<file path="src/rtl/i2c_burst_master.sv">
// I2C master that runs one burst command (device, memory address, length, direction)
// as START / address / data / STOP bit slots, each CLK_DIV system clocks long.
module i2c_burst_master #(
    parameter int DEV_ADDR_W = 7,
    parameter int MEM_ADDR_W = 8,
    parameter int MAX_BURST  = 4,
    parameter int CLK_DIV    = 8,
    parameter int LEN_W      = $clog2(MAX_BURST + 1)
) (
    input  logic                   clk,
    input  logic                   reset,
    input  logic                   ce,
    input  logic                   wren,
    input  logic                   rden,
    input  logic [DEV_ADDR_W-1:0]  dev_addr,
    input  logic [MEM_ADDR_W-1:0]  mem_addr,
    input  logic [LEN_W-1:0]       len,
    input  logic [8*MAX_BURST-1:0] wdata,
    output logic [8*MAX_BURST-1:0] rdata,
    output logic                   ready,
    output logic                   done,
    output logic                   error,
    output logic                   SCL,
    output logic                   sda_oe,
    input  logic                   sda_in
);
    localparam int A  = MEM_ADDR_W / 8;
    localparam int PW = $clog2(CLK_DIV);
    localparam int CW = $clog2(MAX_BURST + A + 1);
    localparam logic [PW-1:0] P_LAST = PW'(CLK_DIV - 1);
    localparam logic [PW-1:0] P_HALF = PW'(CLK_DIV / 2);
    localparam logic [PW-1:0] P_Q3   = PW'(3 * CLK_DIV / 4);
    localparam logic [CW-1:0] A_LAST = CW'(A - 1);

    typedef enum logic [3:0] {
        IDLE, START, DEV, DEV_ACK, MADDR, MADDR_ACK, WBYTE, WACK,
        RSTART, DEVR, DEVR_ACK, RBYTE, MACK, STOP
    } state_t;

    state_t                  state, nxt_state;
    logic [PW-1:0]           phase, nxt_phase;
    logic [2:0]              bit_cnt, nxt_bit;
    logic [CW-1:0]           byte_cnt, nxt_byte, len_last;
    logic [7:0]              tx, nxt_tx, rx;
    logic [MEM_ADDR_W-1:0]   mem_sh, nxt_mem_sh;
    logic [8*MAX_BURST-1:0]  wdata_sh, nxt_wdata_sh;
    logic [DEV_ADDR_W-1:0]   dev_q;
    logic                    rd_q, ack_smp;

    wire slot_end  = (phase == P_LAST);
    wire illegal   = (wren == rden) || (len == '0) || (len > LEN_W'(MAX_BURST));
    wire accept    = ce && (state == IDLE) && !illegal;
    wire reject    = ce && (state == IDLE) && illegal;
    wire ack_state = (state == DEV_ACK) || (state == MADDR_ACK) || (state == WACK) || (state == DEVR_ACK);

    function automatic logic scl_of(state_t s, logic [PW-1:0] p);
        return (s == IDLE || s == START) ? 1'b1 : (p >= P_HALF);
    endfunction

    // Pull-down enable for the slot phase being entered; slave-owned slots release.
    function automatic logic sda_of(state_t s, logic [PW-1:0] p, logic bit_out, logic last);
        case (s)
            START:                   return p >= P_HALF;
            RSTART:                  return p >= P_Q3;
            STOP:                    return p < P_Q3;
            DEV, MADDR, WBYTE, DEVR: return !bit_out;
            MACK:                    return !last;
            default:                 return 1'b0;
        endcase
    endfunction

    // NOTE: every variable gets a default first so no path leaves it unassigned (no latch).
    always_comb begin
        nxt_state    = state;
        nxt_phase    = (state == IDLE || slot_end) ? '0 : phase + 1'b1;
        nxt_bit      = bit_cnt;
        nxt_byte     = byte_cnt;
        nxt_tx       = tx;
        nxt_mem_sh   = mem_sh;
        nxt_wdata_sh = wdata_sh;
        if (state == IDLE) begin
            if (accept) begin
                nxt_state    = START;
                nxt_mem_sh   = mem_addr;
                nxt_wdata_sh = wdata;
                nxt_bit      = '0;
                nxt_byte     = '0;
            end
        end else if (slot_end) begin
            case (state)
                START: begin
                    nxt_state = DEV;
                    nxt_tx    = {dev_q, 1'b0};
                end
                DEV, MADDR, WBYTE, DEVR, RBYTE: begin
                    if (bit_cnt == 3'd7) begin
                        nxt_bit = '0;
                        case (state)
                            DEV:     nxt_state = DEV_ACK;
                            MADDR: begin
                                nxt_state  = MADDR_ACK;
                                nxt_mem_sh = mem_sh << 8;
                            end
                            WBYTE: begin
                                nxt_state    = WACK;
                                nxt_wdata_sh = wdata_sh >> 8;
                            end
                            DEVR:    nxt_state = DEVR_ACK;
                            default: nxt_state = MACK;
                        endcase
                    end else begin
                        nxt_bit = bit_cnt + 1'b1;
                        nxt_tx  = tx << 1;
                    end
                end
                DEV_ACK: begin
                    if (ack_smp) nxt_state = STOP;
                    else begin
                        nxt_state = MADDR;
                        nxt_tx    = mem_sh[MEM_ADDR_W-1 -: 8];
                        nxt_byte  = '0;
                    end
                end
                MADDR_ACK: begin
                    if (ack_smp) nxt_state = STOP;
                    else if (byte_cnt == A_LAST) begin
                        nxt_byte  = '0;
                        nxt_state = rd_q ? RSTART : WBYTE;
                        nxt_tx    = wdata_sh[7:0];
                    end else begin
                        nxt_byte  = byte_cnt + 1'b1;
                        nxt_state = MADDR;
                        nxt_tx    = mem_sh[MEM_ADDR_W-1 -: 8];
                    end
                end
                WACK: begin
                    if (ack_smp || byte_cnt == len_last) nxt_state = STOP;
                    else begin
                        nxt_byte  = byte_cnt + 1'b1;
                        nxt_state = WBYTE;
                        nxt_tx    = wdata_sh[7:0];
                    end
                end
                RSTART: begin
                    nxt_state = DEVR;
                    nxt_tx    = {dev_q, 1'b1};
                end
                DEVR_ACK: nxt_state = ack_smp ? STOP : RBYTE;
                MACK: begin
                    if (byte_cnt == len_last) nxt_state = STOP;
                    else begin
                        nxt_byte  = byte_cnt + 1'b1;
                        nxt_state = RBYTE;
                    end
                end
                default: nxt_state = IDLE;
            endcase
        end
    end

    always_ff @(posedge clk or negedge reset) begin
        if (!reset) begin
            state    <= IDLE;
            phase    <= '0;
            bit_cnt  <= '0;
            byte_cnt <= '0;
            tx       <= '0;
            rx       <= '0;
            mem_sh   <= '0;
            wdata_sh <= '0;
            dev_q    <= '0;
            rd_q     <= 1'b0;
            len_last <= '0;
            ack_smp  <= 1'b0;
            rdata    <= '0;
            ready    <= 1'b1;
            done     <= 1'b0;
            error    <= 1'b0;
            SCL      <= 1'b1;
            sda_oe   <= 1'b0;
        end else begin
            // NOTE: state registers use non-blocking assignments so every update sees pre-edge values.
            state    <= nxt_state;
            phase    <= nxt_phase;
            bit_cnt  <= nxt_bit;
            byte_cnt <= nxt_byte;
            tx       <= nxt_tx;
            mem_sh   <= nxt_mem_sh;
            wdata_sh <= nxt_wdata_sh;
            // Bus pins are registered from the slot being entered, so they line up with phase.
            SCL      <= scl_of(nxt_state, nxt_phase);
            sda_oe   <= sda_of(nxt_state, nxt_phase, nxt_tx[7], nxt_byte == len_last);
            ready    <= (nxt_state == IDLE);
            done     <= reject || (state == STOP && nxt_state == IDLE);
            if (ce && state == IDLE) error <= illegal;
            if (accept) begin
                dev_q    <= dev_addr;
                rd_q     <= rden;
                len_last <= CW'(len) - CW'(1);
            end
            if (phase == P_Q3) begin
                ack_smp <= sda_in;
                if (state == RBYTE) rx <= {rx[6:0], sda_in};
            end
            if (slot_end && ack_state && ack_smp) error <= 1'b1;
            if (slot_end && state == MACK) rdata[8*byte_cnt +: 8] <= rx;
        end
    end
endmodule

</file>
<file path="config.mk">
export PLATFORM = sky130hd
export DESIGN_NAME = i2c_burst_master
export DESIGN_NICKNAME = d
export VERILOG_FILES = /design/src/rtl/i2c_burst_master.sv
export SDC_FILE = /design/constraint.sdc
export NUM_CORES = 1
export LEC_CHECK = 0
export BUFFER_PORTS_ARGS = -buffer_cell sky130_fd_sc_hd__buf_4
export CORE_ASPECT_RATIO = 1.2
export CORE_UTILIZATION = 57
export DETAILED_ROUTE_END_ITERATION = 8
export PLACE_DENSITY_LB_ADDON = 0.3
export SLEW_MARGIN = 25
export SYNTH_ARGS = -nofsm -noshare
export SYNTH_HDL_FRONTEND = slang
export SYNTH_SLANG_ARGS = --single-unit
</file>
<file path="constraint.sdc">
create_clock -name clk -period 4 [get_ports clk]
set_clock_uncertainty 0.05 [all_clocks]
set_input_delay 1.2 -clock clk [delete_from_list [all_inputs] [get_ports clk]]
set_output_delay 1.2 -clock clk [all_outputs]
set_load 0.03 [all_outputs]
</file>
==> key figures <==
Status
  – Status: finished clean

Clocking
  – CTS tree: built
  – CTS clk-pin slew, worst paths: 0.06 ns
  – Root Driver: clkbuf_16
  – CTS Hold Buffers Added: 0
  – Clock sink total: 118
  – PostCTS Resize Cnt: 0
  – Setup repair bufs after CTS: 0
  – H-tree levels: 4
  – Buffers from clock root to sink, at most: 2
  – Clock insertion delay at the later pin of the skew report: 0.41 ns
  – CTS buffer count: 17

Critical path
  – CP startpoint kind: register
  – CP max stage cell: dfrtp_1
  – Critical R2R Launch: state[0]
  – CP max FO: 19
  – R2R cell count: 8
  – Flop2flop setup slack: 0.63 ns
  – RR Endpoint: sda_oe
  – Crit path buffers/inverters: 0
  – Crit path cell chain: or3b_1 > nor2_1 > o21ai_0 > or3b_1 > a22oi_1 > xnor2_1 > a31oi_1 > or4_1
  – Max stage delay on crit path: 0.60 ns
  – Kind of cell adding the most delay to the critical path: simple AND/OR/NAND/NOR gates
  – WS Path Type: reg -> reg
  – Critical path required time: 4.22 ns
  – CP Capture Type: register
  – Crit path top cell by count: or3b_1
  – Data arrival time of the worst path: 3.59 ns

Power and ir drop
  – Peak supply drop: 399.9 µV
  – Power density over cell area: 598.4 nW/µm²
  – P_leak: 3.425 nW

Drt
  – Routed vias/inst: 5.971
  – DRT iter0 DRCs: 449
  – Vias post-DR: 4938
  – Number of remaining DRC errors: 0
  – Routed wire length: 14430 µm
  – WL per Instance: 17.44 µm
  – DRT Pass-1 Iters: 6
  – Routed Antenna Nets: 0

Synth
  – Synthesized area: 5861 µm²
  – YS warnings: 0
  – Yosys reg bits: 118
  – Netlist cell types: 62
  – Synth Flop Type: dfrtp_1
  – Ys async rst share: 100.0%
  – Post-synth EDFFs: 0
  – Syn Area/Cell: 9.768 µm²
  – Seq/Total Area, Yosys: 50.43%
  – Syn Inst Count: 600
  – Mapped Nets: 670

Floorplan
  – I/O pin count: 93
  – # rows: 40
  – Core area: 10010 µm²
  – Total die area: 10690 µm²
  – Die W: 94.57 µm
  – Initial core utilization: 58.55%
  – Die Span Y: 113.1 µm

Placed design
  – Dpl ws: 0.2722 ns
  – Hpwl dp: 9755 µm
  – Routability cong.: 0.9203
  – Port-buffer cells: 92

Hold path
  – Worst hold endpoint: phase[0]
  – Worst hold start: phase[0]
  – Hold path depth: 1
  – Hold Path Class: reg -> reg

GRT
  – Vias in the first global route: 4955
  – Initial antenna violation count: 0
  – First-pass GRT wire length: 23820 µm
  – Total track usage: 29.24%
  – Remaining global-route overflow: 0
  – Largest net degree at the start of global routing: 65

STA
  – Period utilisation layout: 84.32%
  – Minimum clock period: 3.373 ns
  – Setup tns final: 0 ns
  – Slew Limit Fails: 0
  – # setup viols final: 0
  – Final setup margin: 0.6272 ns
  – Slew HR: 36.54%
  – Actual slew at the worst max-slew pin: 0.9447 ns
  – F_max: 296.5 MHz
  – Final hold vios: 0
  – RSZ-0062 raised after global routing: no

Finish
  – Most common cell after layout, fill and taps aside: dfrtp_1
  – Layout overhead on the synthesized area: 24.51%
  – Final #Nets: 759
  – Ratio of cells with drive above 1 in the final layout: 23.11%
  – N_diodes: 0
  – Most frequent cells in the layout: dfrtp_1 (116), nand2_1 (115), buf_4 (104), o21ai_0 (74), nor2_1 (33)

Flow run
  – Max-Cap Viols: 0
[cell families after synthesis]
kind of cell	after synthesis	synth area share, %
AO/OA/AOI/OAI	148	16.27
XOR/XNOR	9	1.345
adder cells (fa/ha/maj)	14	2.989
buffers and inverters	49	3.587
flip-flops	118	50.43
multiplexers	43	7.707
AND/OR/NAND/NOR	219	17.68
[report_power, final]
group	switching [W]	total [W]	internal, W
sequential	0.000227	0.00171	0.00148
combinational	0.000585	0.00104	0.000453
clock	0.000522	0.00162	0.00110
total	0.00133	0.00437	0.00303
[registers in the layout, indices dropped and copies added (netlist names), 3 cells and up]
| name | cells |
|---|---|
| phase | 3 |
| wdata_sh | 32 |
| state | 4 |
| dev_q | 7 |
| len_last | 3 |
| rx | 8 |
| rdata | 32 |
| byte_cnt | 3 |
| mem_sh | 8 |
| bit_cnt | 3 |
| tx | 8 |
[synthesized netlist by cell type, types with 3 or more instances]
cell type | instances | area share [%]
a31oi_1 | 9 | 0.96
nor3_1 | 9 | 0.77
a22oi_1 | 3 | 0.38
buf_2 | 6 | 0.51
dfrtp_1 | 116 | 50
nand3_1 | 7 | 0.60
a31o_2 | 3 | 0.45
a222oi_1 | 8 | 1.4
nor2_1 | 33 | 2.1
o21ai_0 | 74 | 6.3
and3_1 | 6 | 0.64
mux2i_1 | 26 | 4.4
nor4_1 | 3 | 0.32
nand4_1 | 3 | 0.32
mux2_2 | 17 | 3.3
buf_1 | 3 | 0.19
xnor2_1 | 9 | 1.3
nor2b_1 | 6 | 0.64
nand2_1 | 115 | 7.4
a21oi_1 | 13 | 1.1
nand2b_1 | 16 | 1.7
inv_1 | 15 | 0.96
a22o_1 | 11 | 1.6
ha_1 | 14 | 3.0
clkbuf_1 | 22 | 1.4
[worst max-delay path by stage]
stage              from      to  slack, ns  cells after the start
6_report       state[0]  sda_oe       0.63                      8
5_1_grt          len[1]  sda_oe       0.44                     13
4_1_cts        state[0]  sda_oe       0.66                      8
3_5_place_dp     len[0]  sda_oe       0.27                     13
3_3_place_gp     len[0]  sda_oe       0.40                     13
2_1_floorplan    len[0]  sda_oe       0.58                     12
[stage by stage]
| stage | total power (W) | utilization [%] | cells | cell area (µm²) | hold WS (ns) |
|---|---|---|---|---|---|
| 6_report | 0.004366 | 72.90 | 827 | 7297 | 0.4162 |
| 3_5_place_dp | 0.002737 | 66.57 | 796 | 6664 | 0.4090 |
| 2_1_floorplan | 0.002432 | - | 600 | 5861 | 0.3875 |
| 4_1_cts | 0.004382 | 72.90 | 827 | 7297 | 0.4156 |
| 3_3_place_gp | 0.002681 | 66.57 | 796 | 6664 | 0.4024 |
| 5_1_grt | 0.004583 | 72.90 | 827 | 7297 | 0.4210 |
[area by class of cell]
cell class / count / area (µm²)
clock buffer: 23 / 488.0
multi-input combinational: 433 / 2714
clock inverter: 8 / 145.1
tap: 126 / 157.7
sequential: 118 / 2955
fill: 724 / 2713
timing repair buffer: 104 / 780.7
inverter: 15 / 56.30
[layer usage]
| layer | up-vias | track usage [%] | share of wire [%] | routed length, µm |
|---|---|---|---|---|
| li1 | 2310 | - | - | - |
| met3 | 51 | 7.796 | 5.8 | 841 |
| met1 | 2380 | 34.22 | 40 | 5708 |
| met4 | 0 | 15.15 | 3.9 | 558 |
| met2 | 197 | 48.94 | 51 | 7317 |
| met5 | - | 0 | 0 | 0 |
Power figures use the tool's default switching activity.
